<file path="config.mk">
export PLATFORM = sky130hd
export DESIGN_NAME = sram_result_reader
export DESIGN_NICKNAME = d
export VERILOG_FILES = /design/src/rtl/sram_rd_pkg.sv /design/src/rtl/sram_rd_fifo.sv /design/src/rtl/sram_result_reader.sv
export SDC_FILE = /design/constraint.sdc
export NUM_CORES = 1
export LEC_CHECK = 0
export ABC_CLOCK_PERIOD_IN_PS = 4700
export BUFFER_PORTS_ARGS = -buffer_cell sky130_fd_sc_hd__buf_2
export CAP_MARGIN = 20
export CORE_MARGIN = 10
export CORE_UTILIZATION = 50
export DETAILED_ROUTE_END_ITERATION = 10
export PLACE_DENSITY = 0.71
export SLEW_MARGIN = 20
export SYNTH_ARGS = -nofsm -noshare
export SYNTH_HDL_FRONTEND = slang
export SYNTH_SLANG_ARGS = --single-unit
</file>
<file path="constraint.sdc">
create_clock -name in_HCLK -period 4.7 [get_ports in_HCLK]
set_clock_uncertainty 0.05 [all_clocks]
set_input_delay 0.235 -clock in_HCLK [delete_from_list [all_inputs] [get_ports in_HCLK]]
set_output_delay 0.235 -clock in_HCLK [all_outputs]
set_load 0.05 [all_outputs]
</file>
<file path="src/rtl/sram_rd_pkg.sv">
// Shared types and constants for the coefficient SRAM read-back engine.
// SRAM_RD_SIGN_EXT_EN selects sign- instead of zero-extension of coefficients.
package sram_rd_pkg;

  typedef enum logic [1:0] {
    IDLE    = 2'd0,
    ISSUE   = 2'd1,
    CAPTURE = 2'd2,
    DONE    = 2'd3
  } state_t;

  localparam logic [2:0] SEL_CTRL = 3'b011;
  localparam logic [2:0] SEL_DATA = 3'b010;

  localparam int COEF_W = 15;

  // Status register layout: {22'd0, count[5:0], underflow, full, empty, done}
  localparam int ST_DONE_BIT  = 0;
  localparam int ST_EMPTY_BIT = 1;
  localparam int ST_FULL_BIT  = 2;
  localparam int ST_UFLOW_BIT = 3;
  localparam int ST_COUNT_LSB = 4;
  localparam int ST_COUNT_W   = 6;

  localparam int CTRL_START_BIT = 0;
  localparam int CTRL_CLEAR_BIT = 1;

  function automatic logic [31:0] extend_coef(input logic [COEF_W-1:0] coef);
`ifdef SRAM_RD_SIGN_EXT_EN
    return {{(32-COEF_W){coef[COEF_W-1]}}, coef};
`else
    return {{(32-COEF_W){1'b0}}, coef};
`endif
  endfunction

endpackage

</file>
<file path="src/rtl/sram_rd_fifo.sv">
// Show-ahead synchronous FIFO for coefficients; simultaneous push and pop
// are both honoured, and flush empties it in one cycle.
module sram_rd_fifo #(
  parameter int DEPTH = 8,
  parameter int W     = 15
) (
  input  logic                     in_HCLK,
  input  logic                     in_HRESET,
  input  logic                     flush,
  input  logic                     push,
  input  logic [W-1:0]             push_data,
  input  logic                     pop,
  output logic [W-1:0]             pop_data,
  output logic                     full,
  output logic                     empty,
  output logic [$clog2(DEPTH):0]   count
);

  localparam int AW = $clog2(DEPTH);
  localparam logic [AW-1:0] PTR_ONE   = AW'(1);
  localparam logic [AW:0]   CNT_ONE   = (AW+1)'(1);
  localparam logic [AW:0]   CNT_DEPTH = (AW+1)'(DEPTH);

  logic [W-1:0]  mem [DEPTH];
  logic [AW-1:0] wr_ptr, rd_ptr;
  logic          do_push, do_pop;

  assign full     = (count == CNT_DEPTH);
  assign empty    = (count == '0);
  assign do_push  = push & ~full;
  assign do_pop   = pop & ~empty;
  assign pop_data = mem[rd_ptr];

  // NOTE: storage has no reset; only the pointers and count define validity.
  always_ff @(posedge in_HCLK) begin
    if (do_push) mem[wr_ptr] <= push_data;
  end

  // NOTE: sequential state uses non-blocking assignments so every register
  // samples pre-edge values regardless of statement order.
  always_ff @(posedge in_HCLK or posedge in_HRESET) begin
    if (in_HRESET) begin
      wr_ptr <= '0;
      rd_ptr <= '0;
      count  <= '0;
    end else if (flush) begin
      wr_ptr <= '0;
      rd_ptr <= '0;
      count  <= '0;
    end else begin
      if (do_push) wr_ptr <= wr_ptr + PTR_ONE;
      if (do_pop)  rd_ptr <= rd_ptr + PTR_ONE;
      case ({do_push, do_pop})
        2'b10:   count <= count + CNT_ONE;
        2'b01:   count <= count - CNT_ONE;
        default: count <= count;
      endcase
    end
  end

endmodule

</file>
<file path="src/rtl/sram_result_reader.sv">
// Fetches a frame of coefficients from the transform SRAM into a FIFO and
// serves them over an AHB slave port. SRAM_RD_SIGN_EXT_EN picks sign extension.
module sram_result_reader
  import sram_rd_pkg::*;
#(
  parameter int          FIFO_DEPTH = 8,
  parameter int          NUM_WORDS  = 64,
  parameter logic [14:0] BASE_ADDR  = 15'd0
) (
  input  logic        in_HCLK,
  input  logic        in_HRESET,
  input  logic        in_HSEL,
  input  logic        in_HWRITE,
  input  logic [31:0] in_HADDR,
  input  logic [31:0] in_HWDATA,
  output logic [31:0] out_HRDATA,
  output logic        out_HREADY,
  input  logic        in_accel_done,
  output logic [14:0] out_ADDR_SRAM,
  output logic        out_RE_SRAM,
  input  logic [31:0] in_DATA_SRAM,
  output logic        out_interrupt
);

  localparam int CW  = $clog2(FIFO_DEPTH) + 1;
  localparam int WCW = $clog2(NUM_WORDS) + 1;
  localparam logic [WCW-1:0] LAST_WORD = WCW'(NUM_WORDS - 1);
  localparam logic [WCW-1:0] WCNT_ONE  = WCW'(1);

  state_t             state;
  logic               accel_done_q;
  logic [14:0]        addr_q;
  logic [WCW-1:0]     word_cnt;
  logic               done_flag, uflow_flag, rd_pending;

  logic               bus_acc, sel_ctrl, sel_data;
  logic               ctrl_wr, clear, start, busy;
  logic               data_rd, status_rd, rd_now;
  logic               fifo_push, fifo_pop, fifo_full, fifo_empty;
  logic [COEF_W-1:0]  fifo_rd_data;
  logic [CW-1:0]      fifo_count;
  logic [31:0]        status_word;

  // A waiting data read owns the bus until it completes.
  assign bus_acc   = in_HSEL & ~rd_pending;
  assign sel_ctrl  = (in_HADDR[31:29] == SEL_CTRL);
  assign sel_data  = (in_HADDR[31:29] == SEL_DATA);
  assign ctrl_wr   = bus_acc & in_HWRITE & sel_ctrl;
  assign clear     = ctrl_wr & in_HWDATA[CTRL_CLEAR_BIT];
  assign start     = ~clear & ((in_accel_done & ~accel_done_q) |
                               (ctrl_wr & in_HWDATA[CTRL_START_BIT]));
  assign busy      = (state == ISSUE) || (state == CAPTURE);
  assign data_rd   = bus_acc & ~in_HWRITE & sel_data;
  assign status_rd = bus_acc & ~in_HWRITE & sel_ctrl;
  assign rd_now    = data_rd | rd_pending;

  assign fifo_push = (state == CAPTURE);
  assign fifo_pop  = rd_now & ~fifo_empty;

  assign out_RE_SRAM   = (state == ISSUE) & ~fifo_full;
  assign out_ADDR_SRAM = addr_q;

  sram_rd_fifo #(
    .DEPTH (FIFO_DEPTH),
    .W     (COEF_W)
  ) u_fifo (
    .in_HCLK   (in_HCLK),
    .in_HRESET (in_HRESET),
    .flush     (clear),
    .push      (fifo_push),
    .push_data (in_DATA_SRAM[COEF_W-1:0]),
    .pop       (fifo_pop),
    .pop_data  (fifo_rd_data),
    .full      (fifo_full),
    .empty     (fifo_empty),
    .count     (fifo_count)
  );

  // NOTE: every always_comb output gets a default first so no latch is inferred.
  always_comb begin
    status_word = '0;
    status_word[ST_DONE_BIT]  = done_flag;
    status_word[ST_EMPTY_BIT] = fifo_empty;
    status_word[ST_FULL_BIT]  = fifo_full;
    status_word[ST_UFLOW_BIT] = uflow_flag;
    status_word[ST_COUNT_LSB +: ST_COUNT_W] = ST_COUNT_W'(fifo_count);
  end

  always_ff @(posedge in_HCLK or posedge in_HRESET) begin
    if (in_HRESET) begin
      state         <= IDLE;
      accel_done_q  <= 1'b0;
      addr_q        <= BASE_ADDR;
      word_cnt      <= '0;
      done_flag     <= 1'b0;
      out_interrupt <= 1'b0;
    end else begin
      accel_done_q  <= in_accel_done;
      out_interrupt <= 1'b0;
      if (clear) begin
        state     <= IDLE;
        addr_q    <= BASE_ADDR;
        word_cnt  <= '0;
        done_flag <= 1'b0;
      end else begin
        case (state)
          IDLE, DONE: begin
            if (start) begin
              state     <= ISSUE;
              addr_q    <= BASE_ADDR;
              word_cnt  <= '0;
              done_flag <= 1'b0;
            end
          end
          ISSUE: begin
            if (!fifo_full) state <= CAPTURE;
          end
          CAPTURE: begin
            if (word_cnt == LAST_WORD) begin
              state         <= DONE;
              done_flag     <= 1'b1;
              out_interrupt <= 1'b1;
            end else begin
              word_cnt <= word_cnt + WCNT_ONE;
              addr_q   <= addr_q + 15'd1;
              state    <= ISSUE;
            end
          end
          default: state <= IDLE;
        endcase
      end
    end
  end

  always_ff @(posedge in_HCLK or posedge in_HRESET) begin
    if (in_HRESET) begin
      out_HRDATA <= '0;
      out_HREADY <= 1'b0;
      rd_pending <= 1'b0;
      uflow_flag <= 1'b0;
    end else begin
      out_HRDATA <= '0;
      out_HREADY <= 1'b0;
      if (rd_now) begin
        if (!fifo_empty) begin
          out_HRDATA <= extend_coef(fifo_rd_data);
          out_HREADY <= 1'b1;
          rd_pending <= 1'b0;
        end else if (busy) begin
          rd_pending <= 1'b1;
        end else begin
          // Nothing can arrive: answer zero at once and record the underflow.
          out_HREADY <= 1'b1;
          rd_pending <= 1'b0;
          uflow_flag <= 1'b1;
        end
      end else if (bus_acc) begin
        out_HREADY <= 1'b1;
        if (status_rd) out_HRDATA <= status_word;
      end
      if (clear) uflow_flag <= 1'b0;
    end
  end

  logic unused_bits;
  assign unused_bits = ^{in_HADDR[28:0], in_HWDATA[31:2], in_DATA_SRAM[31:COEF_W]};

endmodule

</file>
Word-level counts from Yosys, hierarchy flattened
Memories as Yosys holds them, arrays and structs flattened.
Cells that the tools add are included.
Cells by class
  add/subtract/negate cells: 6
  $mul: 0
  divide/modulo/power cells: 0
  order comparisons: 0
  equal/unequal tests: 14
  shifts and indexed selects: 0
  mux-type cells: 42
  bitwise logic cells: 22
  reductions and logical operators: 14
Operators with widths (count)
  15-bit two-way mux: 4
  32-bit two-way mux: 1
  15-bit one-hot mux with 2 select lines: 1
  7-bit two-way mux: 3
  1-bit two-way mux: 18
  8-bit two-way mux: 2
  15-bit by 1-bit adder with 15-bit output, second input constant: 1
  1-bit bitwise AND: 14
  7-bit one-hot mux with 2 select lines: 1
  3-bit two-way mux: 4
  3-bit inequality test, second input constant: 4
  3-bit AND reduction: 3
  2-bit two-way mux: 4
  4-bit one-hot mux with 2 select lines: 1
  2-bit nonzero test: 4
  7-bit by 1-bit adder with 7-bit output, second input constant: 1
  7-bit by 6-bit equality test with 1-bit output, second input constant: 1
  3-bit by 1-bit adder with 3-bit output, second input constant: 2
  2-bit equality test, second input constant: 3
  3-bit by 2-bit equality test with 1-bit output, second input constant: 2
  1-bit NOT: 6
  2-bit one-hot mux with 3 select lines: 1
  3-bit nonzero test: 2
  4-bit by 1-bit adder with 4-bit output, second input constant: 1
  other kinds (12): 14
Storage, ports and cells
  bits in registers: 72
  bits in latches: 0
  bits in writable memories: 120
  memory bits (read-only): 0
  input port bits: 101
  output and inout bits: 50
  logic and storage cells: 112
  memories: 1
Memory list
  u_fifo.mem: depth 8, bits a word 15, rd ports 1, clocked after Yosys merged registers in 0, wr ports 1, RTL line sram_rd_fifo.sv:24  | logic [W-1:0] mem [DEPTH];

Depth between registers and ports, before layout
Gate-level depths: netlist of the first run.
  depth in word-level cells: 10
  depth in mapped cells: 11
  depth with buffers taken out: 10

Cells and area by module
Synthesis of the first run repeated with hierarchy kept, for this count alone.
Unflattened totals
  cells, all modules: 498
  area, all modules: 7589.8 um^2
By module, submodules not included
  sram_rd_fifo: instances 1, cells an instance 255, area each 5215.0 um^2, seq. area each 3853.7 um^2
  sram_result_reader: instances 1, cells an instance 243, area each 2374.8 um^2, seq. area each 1126.1 um^2

Worst setup path after synthesis of the first run
No wires, ideal clock.
  path type: reg-to-reg
  start point: register state[0]
  end point: memory u_fifo.mem[0][0] (enable)
  library setup time: 0.426 ns
  arrival: 2.371 ns
  required time: 4.224 ns
  slack: 1.853 ns
  stages on the path, launching flop included: 6
  buffers on the path: 1
  period minus slack after synthesis: 2.847 ns
  cells stage by stage: dfrtp_1 inv_1 ha_1 buf_2 nand2_4 nor4_1
On the way
  word-level cells in the longest chain between the ends: 4
Ends and longest elaborated chain
  start, declared: RTL line sram_result_reader.sv:30  | state_t state;
  start signal, assigned: RTL line sram_result_reader.sv:91  | state <= IDLE;
  start signal, assigned: RTL line sram_result_reader.sv:101  | state <= IDLE;
  start signal, assigned: RTL line sram_result_reader.sv:109  | state <= ISSUE;
  2-bit equality test: RTL line sram_result_reader.sv:57  | assign fifo_push = (state == CAPTURE);
  1-bit bitwise AND: RTL line sram_rd_fifo.sv:30  | assign do_push = push & ~full;
  1-bit two-way mux: RTL line sram_rd_fifo.sv:36  | if (do_push) mem[wr_ptr] <= push_data;
  1-bit two-way mux (not written as such): RTL line sram_rd_fifo.sv:36
  end, declared: RTL line sram_rd_fifo.sv:24
Every way passes these cells.

Worst setup path in the final report of the first run
  start point: register state[0]
  end point: memory u_fifo.mem[3][10] (enable)
The elaborated chain is that of the path after synthesis.

==> summary.txt, run 1 <==
Outcome
  – Status: completed

Clock network
  – Total CTS buffers: 17
  – Clk buf depth: 2
  – Worst skew pair latency: about 430 ps
  – # Post-CTS Setup Buffers: 0
  – Clock transition at path regs: 60 ps
  – TritonCTS clock tree: yes
  – Clk root buf: clkbuf_16
  – PostCTS Resize Cnt: 0
  – H-tree depth: 4
  – Post-CTS Hold Fix Bufs: 2
  – CTS sink cnt: 175

Power and ir drop
  – Lkg Pwr: 3.16 nW
  – Maximum vdd drop: 0.343 mV
  – Power Dens Cells: between 500 and 600 nW/µm²

Synthesis
  – XOR/XNOR Fraction of Synth Area: less than 1%
  – Syn_area_per_cell: 15.2 µm²
  – Post-synthesis adder-cell area fraction: 1.18%
  – EDFF count, synth: 120
  – Sequential area share after synthesis: between 60% and 70%
  – Ys async rst share: between 30% and 40%
  – Compound-gate portion of the synthesized area: 6.20%
  – Mux cell area share after synthesis: 11.4%
  – Yosys Warn Count: 0
  – FF+latch count, synth: 175
  – Post-Syn Area: 7430 µm²
  – Post-synthesis simple-gate area fraction: 10.1%
  – Largest family of logic cells by synthesized area: multiplexers
  – Synth cell types: 54
  – Synth Flop Type: edfxtp_1
  – Syn Inst Count: 490

Worst hold path
  – HP Class: in -> reg

Detailed routing
  – First-pass DRT Iterations: 5
  – Metal1 wirelength: 6060 µm
  – WL/cell: slightly below 20 µm
  – Vias per cell: 5.75
  – Metal3 WL: approximately 1100 µm
  – Detail Route met2 WL: 7390 µm
  – DRC violations left: 0
  – DRT Wirelength: 14,700 µm
  – 1st-iter DRT viols: 320
  – Via count: 4,317
  – Routed Antenna Nets: 0
  – Uppermost layer routed: met4

STA
  – Final TNS setup: 0 ps
  – Final hold viol count: 0
  – Fmax achieved: 0.362 GHz
  – Slew Viols, Final: 0
  – Tcrit/Tclk final: between 50 and 60%
  – Final worst path period need: between 2000 and 3000 ps
  – Worst-Margin Slew: 1070 ps
  – Hold WS: roughly 17 ps
  – RSZ-0062 raised after global routing: no
  – Slew Limit Headroom: 28.7%
  – Final setup vio count: 0

Global route
  – Vias in the first global route: 4,424
  – Global-route wire length before repair: 23,700 µm
  – Global route overflow: 0
  – Antenna violations before repair: 1
  – Gr usage total: 15.4%
  – Largest net degree at the start of global routing: 56

Layout
  – Final #Nets: 660
  – P&R area growth vs syn: 14.5%
  – Multi-input combinational cell area: 2310 µm²
  – Fillers: 1,112
  – Fraction of layout cells with a size suffix above 1: 25.3%
  – Storage cell area: ~5000 µm²

Worst setup path
  – Setup CP Type: reg -> reg
  – Setup crit end kind: register
  – Setup crit start kind: register
  – Worst path top cell family by delay: simple AND/OR/NAND/NOR gates
  – Data arrival, critical path: between 2000 and 3000 ps
  – Worst EP required: roughly 4700 ps
  – CP Buf/Inv Count: 1
  – Max FO, Critical Path: 15
  – Max incr delay on CP: 870 ps
  – Worst path cell trace: inv_1 > ha_1 > and2_1 > nand2_1 > nor2_2
  – CP max stage cell: nor2_2

Die
  – Initial Utilization: about half
  – IO Pins: 151
  – Core box area: 14,500 µm²
  – Die area: 20,100 µm²
  – Die W: 142 µm
  – Chip Height: 142 µm
  – Row Count: 44

Place
  – Port bufs: 57
  – Final HPWL DP: just over 9000 µm
  – GP Congestion: 0.883

Run
  – MaxCap Viol Count: 0
metrics by stage:
stage | setup slack, ps | power [mW] | utilization [%] | instances | instance area, µm²
5_1_grt | 1710 | 4.49 | 58.5 | 749 | 8500
4_1_cts | 1920 | 4.33 | 58.4 | 749 | 8490
2_1_floorplan | 1850 | 2.68 | - | 506 | 7490
6_report | 1940 | 4.29 | 58.5 | 751 | 8500
3_3_place_gp | 2010 | 2.87 | 54.1 | 715 | 7870
3_5_place_dp | 1960 | 2.91 | 54.1 | 715 | 7870
synth_stat cells, types with 2 or more instances:
cell type,instances,share of area [%]
nand3_1,14,0.94
xor2_1,3,0.35
a31oi_1,4,0.34
buf_2,10,0.67
and3_1,5,0.42
edfxtp_1,120,49
xnor2_1,2,0.24
or4_1,4,0.40
buf_4,17,1.7
nor2_1,27,1.4
nand2_1,29,1.5
o21ai_0,21,1.4
o21ai_1,9,0.61
and3b_1,2,0.24
and4_1,2,0.24
a21o_1,2,0.20
a21oi_2,2,0.24
mux2i_1,17,2.3
o21a_1,3,0.30
nand4b_1,3,0.35
ha_1,7,1.2
or3_1,10,0.84
inv_1,7,0.35
clkbuf_1,7,0.35
nor3_1,12,0.81
o22ai_1,4,0.34
nor2b_1,2,0.17
mux4_2,30,9.1
buf_6,2,0.30
o31ai_1,7,0.71
nand2b_1,5,0.42
a21oi_1,17,1.1
and2_1,4,0.34
nor4_1,2,0.17
nand4_1,2,0.17
nand3b_1,2,0.20
and4b_1,2,0.27
dfrtp_1,55,19
o41ai_1,2,0.24
layout make-up:
type | count | share of cell area (%)
Sequential cell | 175 | 58.6
Multi-Input combinational cell | 287 | 27.2
Clock buffer | 18 | 5.05
Timing Repair Buffer | 64 | 4.03
Tap cell | 184 | 2.71
Clock inverter | 14 | 2.05
Inverter | 7 | 0.309
Antenna cell | 2 | 0.0589
registers in the layout, summed over array words and instances, names as in the netlist:
| register | count |
|---|---|
| u_fifo.mem | 120 |
| u_fifo.count | 4 |
| rd_pending | 1 |
| out_HREADY | 1 |
| out_ADDR_SRAM | 15 |
| uflow_flag | 1 |
| u_fifo.rd_ptr | 3 |
| done_flag | 1 |
| out_interrupt | 1 |
| out_HRDATA | 15 |
| u_fifo.wr_ptr | 3 |
| accel_done_q | 1 |
| state | 2 |
| word_cnt | 7 |
worst paths after layout:
path                                                end  depth (start not counted)                    from  slack, ps
max                         u_fifo.mem[3][10]$_DFFE_PP_                          5    state[0]$_DFFE_PP0P_       1940
min                                out_HREADY$_DFF_PP0_                          3                 in_HSEL         20
max reg2reg                 u_fifo.mem[3][10]$_DFFE_PP_                          5    state[0]$_DFFE_PP0P_       1940
min reg2reg                      uflow_flag$_DFFE_PP0P_                          2  uflow_flag$_DFFE_PP0P_        460
max in group asynchronous  u_fifo.rd_ptr[0]$_DFFE_PP0P_                          4               in_HRESET       3550
min in group asynchronous       out_HRDATA[8]$_DFF_PP0_                          4               in_HRESET        500
power breakdown:
| part | leakage (nW) | internal (mW) | switching (mW) |
|---|---|---|---|
| registers | 1.82 | 1.77 | 0.198 |
| logic | 1.04 | 0.409 | 0.505 |
| clock network | 0.290 | 0.803 | 0.613 |
per-layer routing:
layer  vias to the layer above  global-route usage [%]
met4                         0                    4.90
li1                       1988                       -
met2                       120                    24.8
met3                        19                    5.77
met5                         -                       0
met1                      2190                    18.7
layout by cell type (no fill, tap or decap), types with 21 or more instances in the layout:
master / synthesis / routed
edfxtp_1: 120 / 120
buf_2: 10 / 57
dfrtp_1: 55 / 54
mux4_2: 30 / 30
nand2_1: 29 / 29
nor2_1: 27 / 24
o21ai_0: 21 / 21
logic make-up after synthesis:
kind of cell / after synthesis
mux: 47
simple gates: 135
other cells: 1
xor+xnor: 5
flops: 175
compound gates: 76
fa+ha+maj: 7
buf+inv: 44
worst register-to-register path, cell delays in order (launching register included):
cell,delay (ps)
dfrtp_1,400
inv_1,60
ha_1,490
and2_1,310
nand2_1,200
nor2_2,870
Power figures use the tool's default switching activity.
==> run 2, diff against run 1 <==
- ABC_AREA: not set -> 1
- ABC_CLOCK_PERIOD_IN_PS: 4700 -> 2400
- PLACE_DENSITY: 0.71 -> 0.73
- clock period: 4.7 -> 2.4 ns (I/O delays scaled with it)
==> run 2 against run 1 <==
  * Critical path depth rose by 2
  * Register-to-register slack got worse by 1700 ps
  * Final cell count rose by 34%
  * Core utilization rose by 0.58 points
  * Die area rose by 3.6%
  * Fmax rose by 25%
  * Area after synthesis rose by 4.2%
  * Non-clock buffer count rose by 37
  * Flip-flop and latch count did not move
  * Wire length rose by 20%
  * First-iteration DRC count rose by 62%
  * Global-route usage rose by 1.9 points
  * Critical endpoint is now u_fifo.mem[6][1]$_DFFE_PP_
==> summary.txt, run 2 <==
Outcome
  – Status: completed

Global route
  – Global-route wire length before repair: ~28,000 µm
  – Largest net degree at the start of global routing: 62
  – Global route overflow: 0
  – Gr usage total: 17.2%
  – Antenna violations before repair: 0
  – Vias in the first global route: approximately 5,500

Detailed routing
  – DRC violations left: 0
  – Metal1 wirelength: 7070 µm
  – Routed Antenna Nets: 0
  – Metal3 WL: 1510 µm
  – Vias per cell: between 5 and 6
  – DRT Wirelength: roughly 18,000 µm
  – Detail Route met2 WL: 8780 µm
  – WL/cell: between 15 and 20 µm
  – Uppermost layer routed: met4
  – 1st-iter DRT viols: 519
  – Via count: about 5,700
  – First-pass DRT Iterations: 5

Place
  – GP Congestion: 0.888
  – Port bufs: 57
  – Final HPWL DP: 11,300 µm

Layout
  – # diodes: 0
  – Commonest non-fill, non-tap cells in the layout: 120 x edfxtp_1, 114 x nor2_1, 92 x nand2_1
  – Fraction of layout cells with a size suffix above 1: around a fifth
  – Max FFs per register: 120
  – Final #Nets: ~910
  – P&R area growth vs syn: 16.1%
  – Top reg by flops: u_fifo.mem
  – Most common cell after layout, fill and taps aside: edfxtp_1

Worst setup path
  – Setup crit start kind: register
  – Worst EP required: 2480 ps
  – FF-to-FF Start: state[0]$_DFFE_PP0P_
  – Max FO, Critical Path: 10
  – Critical Path Start: state[0]$_DFFE_PP0P_
  – Setup crit end kind: register
  – Data arrival, critical path: around 2300 ps
  – Setup CP Type: reg -> reg

Die
  – Row Count: 45
  – Initial Utilization: 50.9%
  – Die area: 20,800 µm²
  – Chip Height: 144 µm
  – Die W: 144 µm
  – IO Pins: 151
  – Core box area: between 15,000 and 20,000 µm²

Worst hold path
  – Worst Hold Launch: in_HADDR[31]
  – HP Class: in -> reg

Clock network
  – CTS sink cnt: 175
  – Total CTS buffers: 17
  – Clk buf depth: 2
  – TritonCTS clock tree: yes
  – H-tree depth: 4
  – Clk root buf: clkbuf_16
  – PostCTS Resize Cnt: 0
  – Clock transition at path regs: ~70 ps
  – Worst skew pair latency: 420 ps

STA
  – Slew Viols, Final: 0
  – Final hold viol count: 0
  – Slew Limit Headroom: 50.8%
  – Tcrit/Tclk final: 91.7%
  – Worst-Margin Slew: 737 ps
  – Final worst path period need: approximately 2200 ps
  – Final TNS setup: 0 ps
  – RSZ-0062 raised after global routing: no
  – Final setup vio count: 0
  – Fmax achieved: ~0.45 GHz

Power and ir drop
  – Lkg Pwr: between 3 and 4 nW
  – Combinational power share: 30.7%
  – Overall Power: around 9 mW
  – Maximum vdd drop: between 0.6 and 0.7 mV
  – Clock power share: 28.9%
  – Flop pwr share: 40.5%
  – Switching fraction of total power: ~37%
  – Power Dens Cells: 1010 nW/µm²
  – Psw: between 3 and 4 mW
  – Pint: 5.71 mW

Synthesis
  – Post-Syn Area: 7740 µm²
  – Synth top cells by count: 120 x edfxtp_1, 114 x nor2_1, 92 x nand2_1
  – Syn Inst Count: 716
  – FF+latch count, synth: 175
  – EDFF count, synth: 120
  – Synth top area cells: edfxtp_1 47%, dfrtp_1 18%, nor2_1 5.5%
  – Syn_area_per_cell: between 10 and 15 µm²
  – Sequential area share after synthesis: about 64%
  – Synth Flop Type: edfxtp_1
  – Synth cell types: 40
  – Ys async rst share: 31.4%
  – Yosys Warn Count: 0
  – XOR/XNOR Fraction of Synth Area: less than 1%
  – Mux cell area share after synthesis: 0%
  – Largest family of logic cells by synthesized area: simple AND/OR/NAND/NOR gates
  – Post-synthesis adder-cell area fraction: 1.13%
  – Share of the synthesized area in the top cell type: between 40% and 50%
  – Post-synthesis simple-gate area fraction: 16.4%
  – Most frequent cell after synthesis: edfxtp_1
  – Compound-gate portion of the synthesized area: 12.1%
  – Yosys top cell by area: edfxtp_1

Run
  – MaxCap Viol Count: 0
run 2: changes by cell type after synthesis, moves of 10 or more:
| cell | previous run | this run |
|---|---|---|
| inv_1 | 7 | 38 |
| mux4_2 | 30 | 0 |
| clkbuf_1 | 7 | 22 |
| o22ai_1 | 4 | 30 |
| a21oi_1 | 17 | 7 |
| or3_1 | 10 | 0 |
| nand4_1 | 2 | 28 |
| o21ai_2 | 0 | 13 |
| nand2_1 | 29 | 92 |
| mux2i_1 | 17 | 0 |
| o21ai_0 | 21 | 85 |
| nor2_1 | 27 | 114 |
run 2: layout make-up:
type	instances	area [µm²]
fillers	1216	6220
flip-flops and latches	175	4980
multi-input cells	466	2370
repair buffers	101	673
clock buffers	18	429
well taps	188	235
inverters	43	163
clock inverters	13	130
run 2: metal layers:
metal,vias up,track usage [%]
met5,-,0
met4,0,6.81
met3,22,4.26
met2,265,28.7
met1,2744,21.1
li1,2663,-
run 2: through the flow:
step	instance area [µm²]	hold WS [ps]	utilization [%]	worst slack (ps)	instances
final	8980	71.1	59.1	200	1004
after global routing	8980	72.3	59.1	72.1	1004
after CTS	8980	57.4	59.1	254	1004
after detailed placement	8240	203	54.2	281	955
after global placement	8240	200	54.2	334	955
after floorplan	7800	101	-	181	732
run 2: cell families (layout without fill, tap and decap cells):
kind of cell	count (synthesis)	after routing
AOI/OAI and AO/OA	160	160
xor gates and xnor gates	2	2
DFF	175	175
buffers and inverters	91	175
other	1	17
adders and majority gates	7	7
and+or+nand+nor	280	280
run 2: path summary, 6_finish.rpt:
| kind | cells after the start | slack, ps | endpoint |
|---|---|---|---|
| min in group asynchronous | 3 | 320 | out_HREADY$_DFF_PP0_ |
| worst min-delay path | 4 | 70 | out_HRDATA[0]$_DFF_PP0_ |
| max in group asynchronous | 4 | 1250 | state[0]$_DFFE_PP0P_ |
| worst max-delay path | 7 | 200 | u_fifo.mem[6][1]$_DFFE_PP_ |
| worst max register to register | 7 | 200 | u_fifo.mem[6][1]$_DFFE_PP_ |
| worst min register to register | 2 | 440 | word_cnt[5]$_DFFE_PP0P_ |
run 2: timing repair:
action | CTS | global route
hold endpoints to repair | 153 | 0
setup buffers | 0 | 0
hold buffers | 18 | 0
run 2: power by group through the flow:
stage | clock network [mW] | logic [mW] | registers [mW]
global route | 2.78 | 3.08 | 3.67
detailed placement | 0 | 2.71 | 3.71
CTS | 2.65 | 2.76 | 3.65
floorplan | 0 | 2.00 | 3.77
finish | 2.61 | 2.77 | 3.65
global placement | 0 | 2.60 | 3.69
run 2: worst max-delay path, cell delays in order, from the launching register on:
cell and delay [ps]:
dfrtp_1 410, inv_1 80, ha_1 190, nand2_2 160
inv_1 190, nand2_1 150, nor2_1 410, buf_4 280
